## config.mk

```make
export PLATFORM = sky130hd
export DESIGN_NAME = ex_muldiv_flat
export DESIGN_NICKNAME = d
export VERILOG_FILES = /design/src/rtl/ex_muldiv_pkg.sv /design/src/rtl/ex_muldiv_if.sv /design/src/rtl/ex_muldiv_div_radix2.sv /design/src/rtl/ex_muldiv.sv /design/src/flat_wrapper.sv
export SDC_FILE = /design/constraint.sdc
export NUM_CORES = 2
export LEC_CHECK = 0
export BUFFER_PORTS_ARGS = -buffer_cell sky130_fd_sc_hd__buf_2
export CAP_MARGIN = 20
export CORE_MARGIN = 3
export CORE_UTILIZATION = 50
export CTS_CLUSTER_SIZE = 28
export DETAILED_ROUTE_END_ITERATION = 12
export PLACE_DENSITY = 0.67
export SYNTH_ARGS = -nofsm -noshare
export SYNTH_HDL_FRONTEND = slang
export SYNTH_SLANG_ARGS = --single-unit
```

## constraint.sdc

```tcl
create_clock -name clk -period 8.6 [get_ports clk]
set_input_delay 0 -clock clk [delete_from_list [all_inputs] [get_ports clk]]
set_output_delay 0 -clock clk [all_outputs]
set_load 0.1 [all_outputs]
```

## src/rtl/ex_muldiv_pkg.sv

```systemverilog
// ex_muldiv_pkg: shared definitions for the EX-stage multiply/divide unit.
//   - ALU opcode constants for the mul/div family
//   - muldiv_state_t FSM encoding
//   - hilo_t 64-bit {hi,lo} type
//   - opcode classification helpers
// Build option: MULDIV_MADD_EN enables the multiply-accumulate opcodes
// (MADD/MADDU/MSUB/MSUBU). Without it those opcodes classify as non-mul/div.
package ex_muldiv_pkg;

    localparam logic [7:0] ALU_MULT  = 8'h18;
    localparam logic [7:0] ALU_MULTU = 8'h19;
    localparam logic [7:0] ALU_DIV   = 8'h1a;
    localparam logic [7:0] ALU_DIVU  = 8'h1b;
    localparam logic [7:0] ALU_MADD  = 8'h1c;
    localparam logic [7:0] ALU_MADDU = 8'h1d;
    localparam logic [7:0] ALU_MSUB  = 8'h1e;
    localparam logic [7:0] ALU_MSUBU = 8'h1f;

    typedef enum logic [2:0] {
        S_IDLE = 3'd0,
        S_MUL  = 3'd1,
`ifdef MULDIV_MADD_EN
        S_ACC  = 3'd2,
`endif
        S_DIV  = 3'd3,
        S_FIX  = 3'd4,
        S_DONE = 3'd5
    } muldiv_state_t;

    typedef logic [63:0] hilo_t;

    function automatic logic is_acc_op(input logic [7:0] op);
`ifdef MULDIV_MADD_EN
        return (op == ALU_MADD) || (op == ALU_MADDU) ||
               (op == ALU_MSUB) || (op == ALU_MSUBU);
`else
        return (op == 8'hff) && 1'b0;
`endif
    endfunction

    function automatic logic is_sub_op(input logic [7:0] op);
        return (op == ALU_MSUB) || (op == ALU_MSUBU);
    endfunction

    // Accumulate ops ride the multiplier, so they count as mul ops when enabled.
    function automatic logic is_mul_op(input logic [7:0] op);
        return (op == ALU_MULT) || (op == ALU_MULTU) || is_acc_op(op);
    endfunction

    function automatic logic is_div_op(input logic [7:0] op);
        return (op == ALU_DIV) || (op == ALU_DIVU);
    endfunction

    function automatic logic is_signed_op(input logic [7:0] op);
        return (op == ALU_MULT) || (op == ALU_DIV) ||
               (op == ALU_MADD) || (op == ALU_MSUB);
    endfunction

endpackage

```

## src/rtl/ex_muldiv_if.sv

```systemverilog
// ex_muldiv_if: EX-stage hookup between the pipeline and the mul/div unit.
//   master (pipeline): start, aluop, a, b, hilo_in, flush, ena  -> unit
//   slave  (unit)    : stall, result_valid, result             -> pipeline
// hilo_in is only consumed when MULDIV_MADD_EN is defined.
interface ex_muldiv_if;
    import ex_muldiv_pkg::*;

    logic        start;
    logic [7:0]  aluop;
    logic [31:0] a;
    logic [31:0] b;
    hilo_t       hilo_in;
    logic        flush;
    logic        ena;
    logic        stall;
    logic        result_valid;
    hilo_t       result;

    modport master (
        output start, aluop, a, b, hilo_in, flush, ena,
        input  stall, result_valid, result
    );

    modport slave (
        input  start, aluop, a, b, hilo_in, flush, ena,
        output stall, result_valid, result
    );

endinterface

```

## src/rtl/ex_muldiv_div_radix2.sv

```systemverilog
// ex_muldiv_div_radix2: iterative unsigned restoring divider (div_radix2 core).
//   clk, rst     : clock, synchronous active-high reset
//   start        : load dividend/divisor, begin DIV_ITER iterations
//   abort        : drop any division in progress
//   busy         : iterations remain
//   done         : final iteration happens this cycle; quotient/remainder
//                  are complete from the next cycle on
//   quotient/remainder : results, held until the next start
// Divisor 0 naturally yields quotient all-ones and remainder = dividend.
module ex_muldiv_div_radix2 #(
    parameter int DIV_ITER = 32
) (
    input  logic                clk,
    input  logic                rst,
    input  logic                start,
    input  logic                abort,
    input  logic [DIV_ITER-1:0] dividend,
    input  logic [DIV_ITER-1:0] divisor,
    output logic                busy,
    output logic                done,
    output logic [DIV_ITER-1:0] quotient,
    output logic [DIV_ITER-1:0] remainder
);

    localparam int W  = DIV_ITER;
    localparam int CW = $clog2(DIV_ITER + 1);

    logic [CW-1:0] count_q, count_d;
    logic [W-1:0]  quo_q, quo_d;
    logic [W-1:0]  rem_q, rem_d;
    logic [W-1:0]  dvs_q, dvs_d;
    logic [W:0]    shifted;
    logic [W:0]    diff;

    assign busy      = (count_q != '0);
    assign done      = (count_q == CW'(1));
    assign quotient  = quo_q;
    assign remainder = rem_q;

    always_comb begin
        count_d = count_q;
        quo_d   = quo_q;
        rem_d   = rem_q;
        dvs_d   = dvs_q;
        // Dividend bits shift out of the quotient register into the remainder.
        shifted = {rem_q, quo_q[W-1]};
        diff    = shifted - {1'b0, dvs_q};
        if (abort) begin
            count_d = '0;
        end else if (start) begin
            count_d = CW'(DIV_ITER);
            quo_d   = dividend;
            rem_d   = '0;
            dvs_d   = divisor;
        end else if (busy) begin
            count_d = count_q - CW'(1);
            if (!diff[W]) begin
                rem_d = diff[W-1:0];
                quo_d = {quo_q[W-2:0], 1'b1};
            end else begin
                rem_d = shifted[W-1:0];
                quo_d = {quo_q[W-2:0], 1'b0};
            end
        end
    end

    always_ff @(posedge clk) begin
        if (rst) begin
            count_q <= '0;
            quo_q   <= '0;
            rem_q   <= '0;
            dvs_q   <= '0;
        end else begin
            count_q <= count_d;
            quo_q   <= quo_d;
            rem_q   <= rem_d;
            dvs_q   <= dvs_d;
        end
    end

endmodule

```

## src/rtl/ex_muldiv.sv

```systemverilog
// ex_muldiv: multi-cycle MULT/MULTU/DIV/DIVU unit for the EX master slot.
//   clk, rst : clock, synchronous active-high reset
//   bus      : ex_muldiv_if.slave (start/aluop/a/b/hilo_in/flush/ena in,
//              stall/result_valid/result out)
// Result is {hi,lo}; for divides hi = remainder, lo = quotient.
// Build option: MULDIV_MADD_EN adds the ACC state and MADD/MADDU/MSUB/MSUBU.
//
// state  | meaning
// -------+----------------------------------------------------------
// IDLE   | waiting; accepts a mul/div start (stall combinational)
// MUL    | sum the registered 17x17 partial products into result
// ACC    | result = hilo_in +/- product (MULDIV_MADD_EN only)
// DIV    | divider core iterating, one quotient bit per cycle
// FIX    | apply quotient/remainder signs
// DONE   | result_valid; hold until ena moves the instruction on
module ex_muldiv
    import ex_muldiv_pkg::*;
#(
    parameter int DIV_ITER = 32
) (
    input  logic        clk,
    input  logic        rst,
    ex_muldiv_if.slave  bus
);

    muldiv_state_t state_q, state_d;

    logic        op_mul, op_div, op_signed, accept, div_start;
    logic        sx_a, sx_b;
    logic [32:0] a_hi, a_lo, b_hi, b_lo;
    logic [31:0] abs_a, abs_b;
    logic [32:0] pp_hh_q, pp_hh_d, pp_hl_q, pp_hl_d;
    logic [32:0] pp_lh_q, pp_lh_d, pp_ll_q, pp_ll_d;
    logic        quo_neg_q, quo_neg_d, rem_neg_q, rem_neg_d;
    hilo_t       result_q, result_d;
    hilo_t       mul_sum;
    logic [31:0] quo_fix, rem_fix;
    logic        div_busy, div_done;
    logic [31:0] div_quo, div_rem;
    logic        stall, result_valid;
`ifdef MULDIV_MADD_EN
    logic        acc_q, acc_d, sub_q, sub_d;
    hilo_t       hilo_q, hilo_d;
`endif

    assign op_mul    = is_mul_op(bus.aluop);
    assign op_div    = is_div_op(bus.aluop);
    assign op_signed = is_signed_op(bus.aluop);
    assign accept    = (state_q == S_IDLE) && bus.start && !bus.flush && (op_mul || op_div);
    assign div_start = accept && op_div;

    // Split into 16-bit halves widened to 33 bits: upper half carries the
    // operand sign for signed ops, lower half is always unsigned. Every
    // 33x33 product then fits its 33-bit register exactly (mod 2^33).
    assign sx_a = op_signed & bus.a[31];
    assign sx_b = op_signed & bus.b[31];
    assign a_hi = {{17{sx_a}}, bus.a[31:16]};
    assign a_lo = {17'b0, bus.a[15:0]};
    assign b_hi = {{17{sx_b}}, bus.b[31:16]};
    assign b_lo = {17'b0, bus.b[15:0]};

    assign abs_a = sx_a ? (~bus.a + 32'd1) : bus.a;
    assign abs_b = sx_b ? (~bus.b + 32'd1) : bus.b;

    assign mul_sum = ({{31{pp_hh_q[32]}}, pp_hh_q} << 32)
                   + (({{31{pp_hl_q[32]}}, pp_hl_q} + {{31{pp_lh_q[32]}}, pp_lh_q}) << 16)
                   + {{31{pp_ll_q[32]}}, pp_ll_q};

    assign quo_fix = quo_neg_q ? (~div_quo + 32'd1) : div_quo;
    assign rem_fix = rem_neg_q ? (~div_rem + 32'd1) : div_rem;

    ex_muldiv_div_radix2 #(
        .DIV_ITER (DIV_ITER)
    ) u_div_radix2 (
        .clk       (clk),
        .rst       (rst),
        .start     (div_start),
        .abort     (bus.flush),
        .dividend  (abs_a),
        .divisor   (abs_b),
        .busy      (div_busy),
        .done      (div_done),
        .quotient  (div_quo),
        .remainder (div_rem)
    );

    // State register
    always_ff @(posedge clk) begin
        if (rst) begin
            state_q <= S_IDLE;
        end else begin
            state_q <= state_d;
        end
    end

    // Next-state logic
    always_comb begin
        state_d = state_q;
        if (bus.flush) begin
            state_d = S_IDLE;
        end else begin
            case (state_q)
                S_IDLE:  if (accept) state_d = op_div ? S_DIV : S_MUL;
`ifdef MULDIV_MADD_EN
                S_MUL:   state_d = acc_q ? S_ACC : S_DONE;
                S_ACC:   state_d = S_DONE;
`else
                S_MUL:   state_d = S_DONE;
`endif
                // !div_busy guards against waiting on a core that is not running.
                S_DIV:   if (div_done || !div_busy) state_d = S_FIX;
                S_FIX:   state_d = S_DONE;
                S_DONE:  if (bus.ena) state_d = S_IDLE;
                default: state_d = S_IDLE;
            endcase
        end
    end

    // Output logic
    always_comb begin
        stall        = 1'b0;
        result_valid = 1'b0;
        case (state_q)
            S_IDLE:  stall = accept;
            S_MUL,
`ifdef MULDIV_MADD_EN
            S_ACC,
`endif
            S_DIV,
            S_FIX:   stall = 1'b1;
            S_DONE:  result_valid = 1'b1;
            default: stall = 1'b0;
        endcase
    end

    assign bus.stall        = stall;
    assign bus.result_valid = result_valid;
    assign bus.result       = result_q;

    // Datapath
    always_comb begin
        pp_hh_d   = pp_hh_q;
        pp_hl_d   = pp_hl_q;
        pp_lh_d   = pp_lh_q;
        pp_ll_d   = pp_ll_q;
        quo_neg_d = quo_neg_q;
        rem_neg_d = rem_neg_q;
        result_d  = result_q;
`ifdef MULDIV_MADD_EN
        acc_d     = acc_q;
        sub_d     = sub_q;
        hilo_d    = hilo_q;
`endif
        if (accept) begin
            pp_hh_d   = a_hi * b_hi;
            pp_hl_d   = a_hi * b_lo;
            pp_lh_d   = a_lo * b_hi;
            pp_ll_d   = a_lo * b_lo;
            quo_neg_d = sx_a ^ sx_b;
            rem_neg_d = sx_a;
`ifdef MULDIV_MADD_EN
            acc_d     = is_acc_op(bus.aluop);
            sub_d     = is_sub_op(bus.aluop);
            hilo_d    = bus.hilo_in;
`endif
        end
        case (state_q)
            S_MUL:   result_d = mul_sum;
`ifdef MULDIV_MADD_EN
            S_ACC:   result_d = sub_q ? (hilo_q - result_q) : (hilo_q + result_q);
`endif
            S_FIX:   result_d = {rem_fix, quo_fix};
            default: result_d = result_q;
        endcase
    end

    always_ff @(posedge clk) begin
        if (rst) begin
            pp_hh_q   <= '0;
            pp_hl_q   <= '0;
            pp_lh_q   <= '0;
            pp_ll_q   <= '0;
            quo_neg_q <= 1'b0;
            rem_neg_q <= 1'b0;
            result_q  <= '0;
`ifdef MULDIV_MADD_EN
            acc_q     <= 1'b0;
            sub_q     <= 1'b0;
            hilo_q    <= '0;
`endif
        end else begin
            pp_hh_q   <= pp_hh_d;
            pp_hl_q   <= pp_hl_d;
            pp_lh_q   <= pp_lh_d;
            pp_ll_q   <= pp_ll_d;
            quo_neg_q <= quo_neg_d;
            rem_neg_q <= rem_neg_d;
            result_q  <= result_d;
`ifdef MULDIV_MADD_EN
            acc_q     <= acc_d;
            sub_q     <= sub_d;
            hilo_q    <= hilo_d;
`endif
        end
    end

endmodule

```

## src/flat_wrapper.sv

```systemverilog
// flat-port wrapper written by rule: the top's interface ports become plain ports
module ex_muldiv_flat import ex_muldiv_pkg::*;
#(
    parameter int DIV_ITER = 32
)
  (clk, rst, bus_start, bus_aluop, bus_a, bus_b, bus_hilo_in, bus_flush, bus_ena, bus_stall, bus_result_valid, bus_result);
  ex_muldiv_if bus_i ();
  input  logic clk;
  input  logic rst;
  input wire logic [$bits(bus_i.start)-1:0] bus_start;
  input wire logic [$bits(bus_i.aluop)-1:0] bus_aluop;
  input wire logic [$bits(bus_i.a)-1:0] bus_a;
  input wire logic [$bits(bus_i.b)-1:0] bus_b;
  input wire logic [$bits(bus_i.hilo_in)-1:0] bus_hilo_in;
  input wire logic [$bits(bus_i.flush)-1:0] bus_flush;
  input wire logic [$bits(bus_i.ena)-1:0] bus_ena;
  output wire logic [$bits(bus_i.stall)-1:0] bus_stall;
  output wire logic [$bits(bus_i.result_valid)-1:0] bus_result_valid;
  output wire logic [$bits(bus_i.result)-1:0] bus_result;
  assign bus_i.start = bus_start;
  assign bus_i.aluop = bus_aluop;
  assign bus_i.a = bus_a;
  assign bus_i.b = bus_b;
  assign bus_i.hilo_in = bus_hilo_in;
  assign bus_i.flush = bus_flush;
  assign bus_i.ena = bus_ena;
  assign bus_stall = bus_i.stall;
  assign bus_result_valid = bus_i.result_valid;
  assign bus_result = bus_i.result;
  ex_muldiv #(.DIV_ITER(DIV_ITER)) u_core (.clk(clk), .rst(rst), .bus(bus_i));
endmodule
```

======== After elaboration in Yosys (flattened, before gate mapping) ========
Cells that the tools add are included.
storage, ports and cells
  output and inout port bits .............. 66
  flip-flop bits (word level) ............. 302
  logic and storage cells ................. 92
operators by class
  multiplexer cells ....................... 20
  $mul .................................... 4
  add/subtract/negate cells ............... 9
  equality and inequality tests ........... 14
  bitwise operators ....................... 8
  reductions and logical operators ........ 24
operator list
  kind                                                                     count
  32-bit two-way mux                                                       9
  32-bit by 1-bit adder with 32-bit output, second input constant          4
  64-bit adder                                                             2
  32-bit NOT                                                               4
  64-bit case mux with 2 select lines                                      1
  17-bit by 17-bit multiplier with 33-bit output                           2
  8-bit by 5-bit == test with 1-bit output, second input constant          6
  33-bit by 33-bit adder with 34-bit output                                1
  33-bit by 32-bit subtractor with 33-bit output                           1
  16-bit by 16-bit multiplier with 32-bit output                           1
  17-bit by 17-bit multiplier with 32-bit output                           1
  6-bit two-way mux                                                        2
  3-bit case mux with 4 select lines                                       1
  3-bit two-way mux                                                        3
  1-bit logical OR                                                         7
  3-bit == test, second input constant                                     2
  6-bit by 1-bit == test with 1-bit output, second input constant          1
  6-bit nonzero test                                                       1
  3-bit OR reduction                                                       2
  6-bit by 1-bit subtractor with 6-bit output, second input constant       1
  1-bit logical AND                                                        4
  2-bit by 1-bit inequality test with 1-bit output, second input constant  2
  2-bit AND reduction                                                      2
  2-bit nonzero test                                                       2
  13 further kinds                                                         17

======== Logic depth before layout (Yosys ltp) ========
  depth in word-level cells ............... 7
  depth in mapped cells ................... 30

======== By module ========
Synthesis repeated with hierarchy kept, for this count alone.
unflattened totals
  cell total of the unflattened synthesis .. 6951
  area, all modules ....................... 58029.4 µm²
by module, submodules not included
  module                cells an instance  area an instance (µm²)  sequential area each (µm²)  times used
  ex_muldiv             6209               52148.8                 3983.8                      1
  ex_muldiv_div_radix2  742                5880.6                  2042.0                      1

======== Least setup slack after synthesis ========
OpenSTA, ideal clock, no wires.
  path kind ............................... input-to-reg
  from .................................... input bus_aluop[7]
  to ...................................... register u_core.pp_hl_q[31]
  required time ........................... 8.472 ns
  buffers on the path ..................... 3
  setup time .............................. 0.128 ns
  arrival ................................. 6.722 ns
  cell stages on the path ................. 28
  slack ................................... 1.750 ns
  cell sequence ........................... nor4b_1 -> nand2_1 -> nor2_1 -> and2_1 -> clkbuf_1 -> clkbuf_1 -> buf_1 -> nand2_1 -> inv_1 -> fa_1 -> fa_1 -> inv_1 -> fa_1 -> fa_1 -> fa_1 -> inv_1 -> fa_1 -> ha_1 -> and3_1 -> and3b_1 -> a211oi_1 -> o21ai_0 -> a31oi_1 -> o21ai_0 -> a31oi_1 -> o21ai_0 -> xnor2_1 -> o21ai_0
between the ends
  word-level cells in the longest chain between the ends .. 6
  elaborated cells between the ends (all ways) .. 15
ends and longest elaborated chain
  what                                                                line                                                           source
  start: declaration                                                  flat_wrapper.sv:11                                             input wire logic [$bits(bus_i.aluop)-1:0] bus_aluop;
  8-bit by 5-bit == test with 1-bit output, on equally long branches  ex_muldiv_pkg.sv:47, ex_muldiv_pkg.sv:55, ex_muldiv_pkg.sv:51
  1-bit logical OR (2 in a row)                                       ex_muldiv_pkg.sv:55                                            return (op == ALU_MULT) || (op == ALU_DIV) ||
  1-bit logical OR                                                    ex_muldiv_pkg.sv:56                                            (op == ALU_MADD) || (op == ALU_MSUB);
  1-bit AND                                                           ex_muldiv.sv:55                                                assign sx_a = op_signed & bus.a[31];
  17-bit by 17-bit multiplier with 33-bit output                      ex_muldiv.sv:156                                               pp_hl_d = a_hi * b_lo;
  end signal: assignment                                              ex_muldiv.sv:193                                               pp_hl_q <= pp_hl_d;
  end: declaration                                                    ex_muldiv.sv:32                                                logic [32:0] pp_hh_q, pp_hh_d, pp_hl_q, pp_hl_d;
Parallel ways exist; a longest one is shown, timed or not.
A chain may end at the register's enable or synchronous reset.

======== Final worst setup path ========
  from .................................... input bus_aluop[0]
  to ...................................... register u_core.pp_hl_q[31]
Same word-level chain as after synthesis.

==> metrics.md <==
| Metric | Value |
|---|---|
| Final Hold Viols | 0 |
| Power density cells | 347 nW/um2 |
| Clock Tree Root | clkbuf_16 |
| VDD IR max | 0.464 mV |
| Asr flop ratio synth | 0% |
| Post-synthesis area per instance | 8.40 um2 |
| YS warnings | 0 |
| Avg WL per Cell | 19.9 um |
| Gr usage total | 27.7% |
| Cell taking the most area after synthesis | fa_1 |
| Register bit count reported by yosys | 301 |
| Commonest cells in the netlist | inv_1 (1157), fa_1 (962), nand2_1 (959) |
| Main synth FF type | dfxtp_1 |
| Slowest cell delay on critical path | 0.63 ns |
| Total core area | 113000 um2 |
| Least-Margin Pin Slew | 1.14 ns |
| Drt initial violations | 3182 |
| Hold Path Class | in2reg |
| Startpoint Class | input port |
| DR vias | 46500 |
| Arr. time, crit path | 7.47 ns |
| Outcome | finished, final reports clean |
| Gate Count Post-Synth | 6853 |
| Post-Syn Nets | 8467 |
| H-tree levels | 2 |
| Clock buffer depth | 3 |
| Grt total ovfl | 0 |
| Dominant cells by area after synthesis | fa_1 (33%), ha_1 (11%), dfxtp_1 (10%), inv_1 (7.5%), nand2_1 (6.3%) |
| DP HPWL | 125000 um |
| CTS tree | done |
| Max Slew Vio Count | 0 |
| RSZ-0062 raised after global routing | no |
| Clock Skew | 0.0293 ns |
| CP Class | in2reg |
| Clk pin slew, worst setup/hold paths | 0.06 ns |
| Area Overhead vs Synth | 5.46% |
| Pin count of the biggest net entering global routing | 81 |
| Max-cap violations | 0 |
| Gpl congestion | 0.930 |
| EDFF count, synth | 0 |
| Buffers on Ports | 142 |
| FP Rows | 123 |
| Die Area | 119000 um2 |
| Starting Density | 50.8% |
| Post-synthesis sequential area ratio | 10.5% |
| # nets final | 8326 |
| Setup bufs post-CTS | 0 |
| Family with the most delay on the worst path | adder cells |
| Multi-input gate area | 45700 um2 |
| Maximum clock rate | 142 MHz |
| IO Count | 207 |
| CP Buf/Inv Count | 5 |
| Height of the die | 345 um |
| Vias/cell | 5.64 |
| Slew headroom | 24.1% |
| Layout cells sized above 1 | 4.81% |
| Worst-Skew Late Latency | 0.57 ns |
| DR pass1 iterations | 8 |
| Initial antenna violation count | 12 |
| TritonCTS buffer count | 38 |
| Fill count | 10500 |
| Critical path required time | 9.04 ns |
| First-pass GRT wire length | 264000 um |
| Mapped cell area | 57600 um2 |
| Setup TNS | 0 ns |
| Final setup viols | 0 |
| Register Area | 6030 um2 |
| Final period utilization | 81.8% |
| Final core utilization | 53.5% |
| Remaining DRCs | 0 |
| Cell mode on critical path | fa_1 |
| Synth top area share | 33.4% |
| Worst-path fanout max | 13 |
| Most frequent cell after synthesis | inv_1 |
| Library cells used by synthesis | 84 |
| Die Span X | 345 um |
| Vias in the first global route | 47700 |
| Slowest CP cell | o21ai_0 |
| Final Critical Period | 7.03 ns |
| Remaining antenna violation count | 0 |
| Total wire length | 164000 um |
| Pleak | 29.2 nW |
| Crit-path cells | dlygate4sd3_1 > buf_2 > nor2_2 > and2_2 > nand2_1 > inv_1 > fa_1 > fa_1 > inv_1 > fa_1 > fa_1 > fa_1 > inv_1 > fa_1 > ha_1 > and3_1 > nand4_1 > o21ai_0 > a31oi_1 > o21ai_0 > a31oi_1 > o21ai_0 > xnor2_1 > o21ai_0 |
| Total clock sinks | 301 |
| Critical Path Sink Type | flop |
per-stage QoR:
stage / power, mW / worst slack [ns] / std cells / hold slack (ns) / cell area, um2
2_1_floorplan: 15.5 / 1.75 / 6853 / 0.205 / 57600
3_3_place_gp: 18.8 / 1.41 / 8161 / 0.440 / 59200
3_5_place_dp: 19.1 / 1.34 / 8161 / 0.446 / 59200
4_1_cts: 21.0 / 1.78 / 8238 / 0.0183 / 60700
5_1_grt: 23.6 / 1.28 / 8242 / 0.0773 / 60700
6_report: 21.1 / 1.57 / 8246 / 0.0569 / 60700
cells in the final DEF (no fill, tap or decap), drive strengths merged, types with 116 or more instances in the layout:
cell / netlist / final
a21o: 116 / 116
buf: 36 / 211
and2: 515 / 515
nor2: 290 / 290
xor2: 132 / 132
nand2: 960 / 960
xnor2: 195 / 195
inv: 1157 / 1159
ha: 511 / 511
fa: 962 / 962
a21oi: 303 / 303
o21ai: 225 / 225
dfxtp: 301 / 301
power breakdown:
| part | switching, mW | internal (mW) | leakage, nW |
|---|---|---|---|
| Combinational | 10.1 | 7.56 | 26.1 |
| Sequential | 0.144 | 1.48 | 2.43 |
| Clock | 0.700 | 1.09 | 0.655 |
area by class of cell:
type / count / area share (%)
Multi-Input combinational cell: 4992 / 75.3
Clock inverter: 19 / 0.497
Timing Repair Buffer: 222 / 2.25
Sequential cell: 301 / 9.92
Inverter: 1157 / 7.15
Antenna cell: 7 / 0.0288
Clock buffer: 48 / 1.75
Tap cell: 1500 / 3.09
worst register-to-register path: stages, from the launching register on:
cell	delay, ns
dfxtp_1	0.32
ha_1	0.25
fa_1	0.44
a211oi_1	0.38
o21ai_0	0.22
nand4_1	0.24
a31o_2	0.22
o21ai_0	0.26
o41ai_1	0.54
a21oi_1	0.18
o21a_1	0.20
nor2_1	0.11
xnor2_1	0.29
ha_1	0.44
nand4_1	0.16
nor2_1	0.12
nand2_1	0.08
nor2_1	0.04
a32oi_1	0.40
a21oi_1	0.23
a311oi_1	0.39
xnor2_1	0.18
xnor2_1	0.15
a2111oi_0	0.41
routing by layer:
metal,vias to the layer above,track usage [%],share of wire (%)
met1,23200,37.2,42
met4,10,10.6,4.6
met2,1675,44.7,45
met3,360,4.69,8.4
met5,-,0,0.042
li1,21300,-,-
kinds of logic (layout without fill, tap and decap cells):
group	count (synthesis)	in the layout	synth area share, %
compound gates	1077	1077	12.1
xor+xnor	327	327	4.97
fa+ha+maj	1473	1473	44.6
buf+inv	1560	1446	10.2
flops	301	301	10.5
mux	30	30	0.528
other cells	0	7	0
simple gates	2085	2085	17.2
final timing paths:
check,from,end,slack (ns),depth (start not counted)
worst min-delay path,bus_b[19],u_core.u_div_radix2.dvs_q[19],0.06,3
worst max-delay path,bus_aluop[0],u_core.pp_hl_q[31],1.57,24
worst min register to register,u_core.pp_ll_q[0],u_core.pp_ll_q[0],0.45,2
worst max register to register,u_core.pp_lh_q[0],u_core.bus.result[63],2.26,23
state kept, by name, summed over array words and instances (netlist names):
| signal | count |
|---|---|
| u_core.pp_lh_q | 33 |
| u_core.quo_neg_q | 1 |
| u_core.bus.result | 64 |
| u_core.u_div_radix2.count_q | 6 |
| u_core.pp_hl_q | 33 |
| u_core.u_div_radix2.remainder | 32 |
| u_core.pp_hh_q | 32 |
| u_core.state_q | 3 |
| u_core.u_div_radix2.quotient | 32 |
| u_core.pp_ll_q | 32 |
| u_core.rem_neg_q | 1 |
| u_core.u_div_radix2.dvs_q | 32 |
repair_timing:
| item | CTS | global route |
|---|---|---|
| hold buffers | 10 | 0 |
| resized for setup | 0 | 0 |
| hold endpoints to repair | 17 | 0 |
Note: power is estimated with default switching activity, not from simulation.
